**config.mk**
```make
export PLATFORM = sky130hd
export DESIGN_NAME = cbx_param_cfg_flat
export DESIGN_NICKNAME = d
export VERILOG_FILES = /design/src/rtl/cbx_param_cfg_if.sv /design/src/rtl/cbx_param_cfg.sv /design/src/flat_wrapper.sv
export SDC_FILE = /design/constraint.sdc
export NUM_CORES = 1
export LEC_CHECK = 0
export CAP_MARGIN = 20
export CORE_UTILIZATION = 35
export CTS_CLUSTER_SIZE = 24
export DETAILED_ROUTE_END_ITERATION = 8
export HOLD_SLACK_MARGIN = 0.03
export MAX_ROUTING_LAYER = met4
export PLACE_DENSITY_LB_ADDON = 0.15
export SETUP_SLACK_MARGIN = 0.5
export SLEW_MARGIN = 5
export SYNTH_ARGS = -nofsm -noshare
export SYNTH_HDL_FRONTEND = slang
export SYNTH_SLANG_ARGS = --single-unit
```
**constraint.sdc**
```tcl
create_clock -name prog_clk -period 1.5 [get_ports prog_clk]
set_input_delay 0.15 -clock prog_clk [delete_from_list [all_inputs] [get_ports prog_clk]]
set_output_delay 0.15 -clock prog_clk [all_outputs]
set_load 0.005 [all_outputs]
```
**src/rtl/cbx_param_cfg_if.sv**
```systemverilog
// Bundle of the connection-block signals: channel feedthroughs, grid input
// pins and the serial configuration chain.
//   master : the side that drives channel inputs and the config chain
//   slave  : the connection block itself
// Parameters:
//   CHAN_W   - tracks per direction
//   NUM_IPIN - grid input pins driven
interface cbx_param_cfg_if #(
    parameter int CHAN_W   = 3,
    parameter int NUM_IPIN = 2
);
    logic [CHAN_W-1:0]   chanx_left_in;
    logic [CHAN_W-1:0]   chanx_right_in;
    logic [CHAN_W-1:0]   chanx_left_out;
    logic [CHAN_W-1:0]   chanx_right_out;
    logic [NUM_IPIN-1:0] ipin_out;
    logic                ccff_head;
    logic                ccff_en;
    logic                ccff_commit;
    logic                ccff_tail;
    logic                cfg_done;
    logic                cfg_err;

    modport master (
        output chanx_left_in, chanx_right_in, ccff_head, ccff_en, ccff_commit,
        input  chanx_left_out, chanx_right_out, ipin_out, ccff_tail, cfg_done, cfg_err
    );

    modport slave (
        input  chanx_left_in, chanx_right_in, ccff_head, ccff_en, ccff_commit,
        output chanx_left_out, chanx_right_out, ipin_out, ccff_tail, cfg_done, cfg_err
    );
endinterface

```
**src/rtl/cbx_param_cfg.sv**
```systemverilog
// X-channel connection block with a shadowed, counted configuration chain.
// Channel tracks pass straight through in both directions. Each grid input
// pin selects one track (or constant 0) through its own mux, optionally
// registered. Config bits shift into a shadow register and only reach the
// live pin selects on an accepted commit.
// Ports:
//   prog_clk      - clock for config chain and pin registers
//   prog_reset_n  - synchronous active-low reset
//   bus (slave)   - channel in/out, ipin_out, ccff_head/en/commit,
//                   ccff_tail, cfg_done, cfg_err
module cbx_param_cfg #(
    parameter  int CHAN_W   = 3,
    parameter  int NUM_IPIN = 2,
    localparam int SEL_W    = $clog2(2*CHAN_W+1),
    localparam int CFG_BITS = NUM_IPIN*(SEL_W+1),
    localparam int CNT_W    = $clog2(CFG_BITS+1)
) (
    input  logic             prog_clk,
    input  logic             prog_reset_n,
    cbx_param_cfg_if.slave   bus
);

    logic [CFG_BITS-1:0] shift_q;
    logic [CFG_BITS-1:0] active_q;
    logic [CNT_W-1:0]    cnt_q;
    logic [CNT_W-1:0]    cnt_nxt;
    logic                done_q;
    logic                err_q;
    logic [NUM_IPIN-1:0] pin_q;
    logic [NUM_IPIN-1:0] mux;
    logic [NUM_IPIN-1:0] reg_mode;
    logic [SEL_W-1:0]    sel;
    logic                commit_ok;

    assign bus.chanx_left_out  = bus.chanx_right_in;
    assign bus.chanx_right_out = bus.chanx_left_in;

    assign commit_ok = bus.ccff_commit & done_q;

    // A commit restarts the count; a shift in the same cycle counts as the
    // first bit of the next load.
    always_comb begin
        cnt_nxt = cnt_q;
        if (commit_ok) begin
            cnt_nxt = bus.ccff_en ? CNT_W'(1) : '0;
        end else if (bus.ccff_en && (cnt_q != CNT_W'(CFG_BITS))) begin
            cnt_nxt = cnt_q + CNT_W'(1);
        end
    end

    always_ff @(posedge prog_clk) begin
        if (!prog_reset_n) begin
            shift_q  <= '0;
            active_q <= '0;
            cnt_q    <= '0;
            done_q   <= 1'b0;
            err_q    <= 1'b0;
            pin_q    <= '0;
        end else begin
            if (bus.ccff_en) begin
                shift_q <= {shift_q[CFG_BITS-2:0], bus.ccff_head};
            end
            // shift_q here is the pre-shift value, so commit+shift copies the
            // fully loaded word.
            if (commit_ok) begin
                active_q <= shift_q;
            end
            cnt_q  <= cnt_nxt;
            done_q <= (cnt_nxt == CNT_W'(CFG_BITS));
            err_q  <= bus.ccff_commit & ~done_q;
            pin_q  <= mux;
        end
    end

    // Per-pin decode: 0 = off, 1..CHAN_W = left track, CHAN_W+1..2*CHAN_W =
    // right track, anything above is treated as off.
    always_comb begin
        mux      = '0;
        reg_mode = '0;
        sel      = '0;
        for (int i = 0; i < NUM_IPIN; i++) begin
            sel         = active_q[i*(SEL_W+1) +: SEL_W];
            reg_mode[i] = active_q[i*(SEL_W+1) + SEL_W];
            for (int k = 0; k < CHAN_W; k++) begin
                if (sel == SEL_W'(k + 1)) begin
                    mux[i] = bus.chanx_left_in[k];
                end
                if (sel == SEL_W'(CHAN_W + 1 + k)) begin
                    mux[i] = bus.chanx_right_in[k];
                end
            end
        end
    end

    assign bus.ipin_out  = (reg_mode & pin_q) | (~reg_mode & mux);
    assign bus.ccff_tail = shift_q[CFG_BITS-1];
    assign bus.cfg_done  = done_q;
    assign bus.cfg_err   = err_q;

endmodule

```
**src/flat_wrapper.sv**
```systemverilog
// flat-port wrapper written by rule: the top's interface ports become plain ports
module cbx_param_cfg_flat 
#(
    parameter  int CHAN_W   = 3,
    parameter  int NUM_IPIN = 2,
    localparam int SEL_W    = $clog2(2*CHAN_W+1),
    localparam int CFG_BITS = NUM_IPIN*(SEL_W+1),
    localparam int CNT_W    = $clog2(CFG_BITS+1)
)
  (prog_clk, prog_reset_n, bus_chanx_left_in, bus_chanx_right_in, bus_ccff_head, bus_ccff_en, bus_ccff_commit, bus_chanx_left_out, bus_chanx_right_out, bus_ipin_out, bus_ccff_tail, bus_cfg_done, bus_cfg_err);
  cbx_param_cfg_if #(.CHAN_W(CHAN_W), .NUM_IPIN(NUM_IPIN)) bus_i ();
  input  logic prog_clk;
  input  logic prog_reset_n;
  input wire logic [$bits(bus_i.chanx_left_in)-1:0] bus_chanx_left_in;
  input wire logic [$bits(bus_i.chanx_right_in)-1:0] bus_chanx_right_in;
  input wire logic [$bits(bus_i.ccff_head)-1:0] bus_ccff_head;
  input wire logic [$bits(bus_i.ccff_en)-1:0] bus_ccff_en;
  input wire logic [$bits(bus_i.ccff_commit)-1:0] bus_ccff_commit;
  output wire logic [$bits(bus_i.chanx_left_out)-1:0] bus_chanx_left_out;
  output wire logic [$bits(bus_i.chanx_right_out)-1:0] bus_chanx_right_out;
  output wire logic [$bits(bus_i.ipin_out)-1:0] bus_ipin_out;
  output wire logic [$bits(bus_i.ccff_tail)-1:0] bus_ccff_tail;
  output wire logic [$bits(bus_i.cfg_done)-1:0] bus_cfg_done;
  output wire logic [$bits(bus_i.cfg_err)-1:0] bus_cfg_err;
  assign bus_i.chanx_left_in = bus_chanx_left_in;
  assign bus_i.chanx_right_in = bus_chanx_right_in;
  assign bus_i.ccff_head = bus_ccff_head;
  assign bus_i.ccff_en = bus_ccff_en;
  assign bus_i.ccff_commit = bus_ccff_commit;
  assign bus_chanx_left_out = bus_i.chanx_left_out;
  assign bus_chanx_right_out = bus_i.chanx_right_out;
  assign bus_ipin_out = bus_i.ipin_out;
  assign bus_ccff_tail = bus_i.ccff_tail;
  assign bus_cfg_done = bus_i.cfg_done;
  assign bus_cfg_err = bus_i.cfg_err;
  cbx_param_cfg #(.CHAN_W(CHAN_W), .NUM_IPIN(NUM_IPIN)) u_core (.prog_clk(prog_clk), .prog_reset_n(prog_reset_n), .bus(bus_i));
endmodule
```
==> metrics <==
Mapped Cells=121; drt first pass iters=6; net count of the mapped netlist=134; library cells used by synthesis=29; maximum VDD drop=670.9 uV; number of design-rule violations left by the first detailed-router iteration=20; critical path cell sequence=nand2b_4 > mux4_2 > o21ai_2 > buf_2; post-synthesis instance area=0.001087 sq mm; Top delay family on crit path=multiplexers; routability-driven placement congestion ratio=0.7236; number of synthesis warnings=0; final-report max-slew violation count=0; area of the multi-input gates=613.1 sq um; clock edge transition at the registers on the reported setup and hold paths=0.12 ns; maximum capacitance violations=0; power per cell area=799.2 mW/mm^2; setup repair after global routing missed its margin=true; number of synthesized register bits=24; critical path class=reg2out; IO Count=22; die outline area=0.003333 sq mm; global-route wire length before repair=3.822 mm; Die Height=57.74 microns; Fin Clk Skew=0.005565 ns; number of hold buffers added after cts=0; data required time of the critical path=1.35 ns; Max H-tree Level=1; instance area after placement=0.001383 sq mm; vias in the first global route=856; endpoint arrival time on the critical path=1.56 ns; Final period util=1.141; routed vias/inst=4.877; most common library cell in the layout ignoring fill and taps=nand2_1; number of antenna violations at the first check in global routing=0; average cell area after synthesis=8.986 sq um; Final Instance Count excl. Fillers=187; clk buf depth=2; total global routing track utilization=0.1577; post-layout net count=170; count of vias placed by the detailed router=912; number of diodes=0; # rows=19; highest-count cells in the layout ignoring fill and taps=23 x nand2_1, 18 x dfxtp_1, 12 x mux2i_1, 12 x a21oi_1, 11 x nor2_1; biggest cell delay along the critical path=0.49 ns; DPL Wire Length=1.623 mm; startpoint type of the worst setup path=register; count of nets left with antenna violations after detail routing=0; DRC=2; Critical Path End Type=output port; WL per Instance=12.25 microns; CP max stage cell=mux4_2; Post-Layout Inst Area=0.001582 sq mm; result of the run=complete, but fails checks; dpl cells=174; fillcell total=282; WL final=2.291 mm; post-route core utilization=0.5544; worst hold slack=0.4003 ns; Die W=57.74 microns; pin count of the biggest net entering global routing=19; CP max FO=5; cell at the root of the clock tree=clkbuf_4; storage element area=493.0 sq um; Area Growth Syn to Fin=45.45%; slew at the pin with the worst max-slew slack=0.2723 ns; CTS tree=yes; Final Worst Setup Slack=-0.2116 ns; total clock buffers created by CTS=3; clock network latency to the later pin of the worst-skew pair=0.31 ns; min cycle time layout=1.712 ns; static power due to leakage=0.6341 nW; proportion of synthesized chip area in sequential cells=0.4419; number of hold violations in the final report=0; share of layout cells above drive strength 1=0.3910; initial core utilization=0.3811; failing checks=design-rule violations, negative setup slack; CP Buf/Inv Count=1; class of the tightest hold or removal check=in2reg; number of clock sinks=24; Port Buffers=21; placeable core region=0.002853 sq mm; final setup vio count=3; residual overflow from global routing=0; achievable frequency=584.2 MHz; worst slew margin relative to its limit=0.8176
[repair_timing]
item	in CTS	in global routing
pin swaps	4	4
setup endpoints to repair	34	17
buffers inserted	6	3
gates resized for setup	63	7
[synthesized netlist by cell type (all sizes together)]
master	count	area share
nor2	12	0.041
mux2i	12	0.11
mux4	2	0.041
nor2b	1	0.0058
o32ai	1	0.0081
xor2	1	0.0081
o211ai	1	0.0069
nand3b	1	0.0069
a21oi	13	0.060
nand2	25	0.089
and3b	1	0.0081
ha	2	0.023
clkinv	1	0.0034
nand3	1	0.0046
nand2b	2	0.012
dfxtp	24	0.44
nand4	1	0.0058
inv	3	0.010
buf	8	0.053
or4	1	0.010
mux2	1	0.010
and2	1	0.0058
clkbuf	2	0.0069
o21ai	3	0.014
a2111oi	1	0.014
[per-layer routing]
layer	vias up	share of wire	global-route usage	routed length (microns)
li1	476	-	-	-
met5	-	0	-	0
met1	419	0.47	0.1972	1080
met2	15	0.48	0.2458	1101
met3	2	0.040	0.04018	92
met4	0	0.0074	0.06122	17
[stage by stage]
stage | TNS (ns) | setup WS, ns | power [W]
after CTS | -0.5486 | -0.2380 | 0.001286
after global routing | -0.7446 | -0.2865 | 0.001323
after global placement | -1.231 | -0.4799 | 0.0008120
final | -0.5245 | -0.2116 | 0.001264
after detailed placement | -1.231 | -0.5030 | 0.0008153
after floorplan | -0.02300 | -0.02300 | 0.0007414
[registers in the layout, summed over array words and instances, names as in the netlist]
signal	flops
u_core.cnt_q	4
u_core.pin_q	2
u_core.shift_q	8
u_core.active_q	8
u_core.bus.cfg_done	1
u_core.bus.cfg_err	1
[where the power goes]
| part | switching, W | internal (W) |
|---|---|---|
| sequential | 0.00000722 | 0.000644 |
| combinational | 0.0000722 | 0.0000922 |
| clock | 0.000178 | 0.000270 |
| total | 0.000258 | 0.00101 |
[kinds of logic (layout without fill, tap and decap cells)]
| kind of cell | count (synthesis) | after routing | share of synthesized area |
|---|---|---|---|
| and+or+nand+nor | 46 | 46 | 0.1887 |
| DFF | 24 | 24 | 0.4419 |
| AOI/OAI and AO/OA | 19 | 19 | 0.1024 |
| muxes | 15 | 15 | 0.1623 |
| buffers and inverters | 14 | 49 | 0.07364 |
| adders and majority gates | 2 | 2 | 0.02301 |
| xor gates and xnor gates | 1 | 1 | 0.008057 |
[worst paths after layout]
path                                                   endpoint                            start  cells past startpoint  slack [ns]
worst min register to register  u_core.active_q[6]$_SDFFE_PN0P_   u_core.shift_q[6]$_SDFFE_PN0P_                      2        0.47
worst max-delay path                            bus_ipin_out[0]  u_core.active_q[2]$_SDFFE_PN0P_                      4       -0.21
worst max register to register   u_core.bus.cfg_done$_SDFF_PN0_       u_core.cnt_q[0]$_SDFF_PN0_                      5       -0.11
worst min-delay path             u_core.bus.cfg_done$_SDFF_PN0_                      bus_ccff_en                      4        0.40
[worst min-delay path, cell delays in order]
cell	delay [ns]
dlygate4sd2_1	0.27
inv_2	0.07
or4_4	0.13
a2111oi_4	0.06
[final cells by class]
class                           count  share of cell area
Clock buffer                        3             0.01424
Timing Repair Buffer               41              0.2334
Clock inverter                      1             0.01899
Inverter                            4            0.009494
Tap cell                           31             0.02453
Multi-Input combinational cell     83              0.3877
Sequential cell                    24              0.3117
Note: power is estimated with default switching activity, not from simulation.
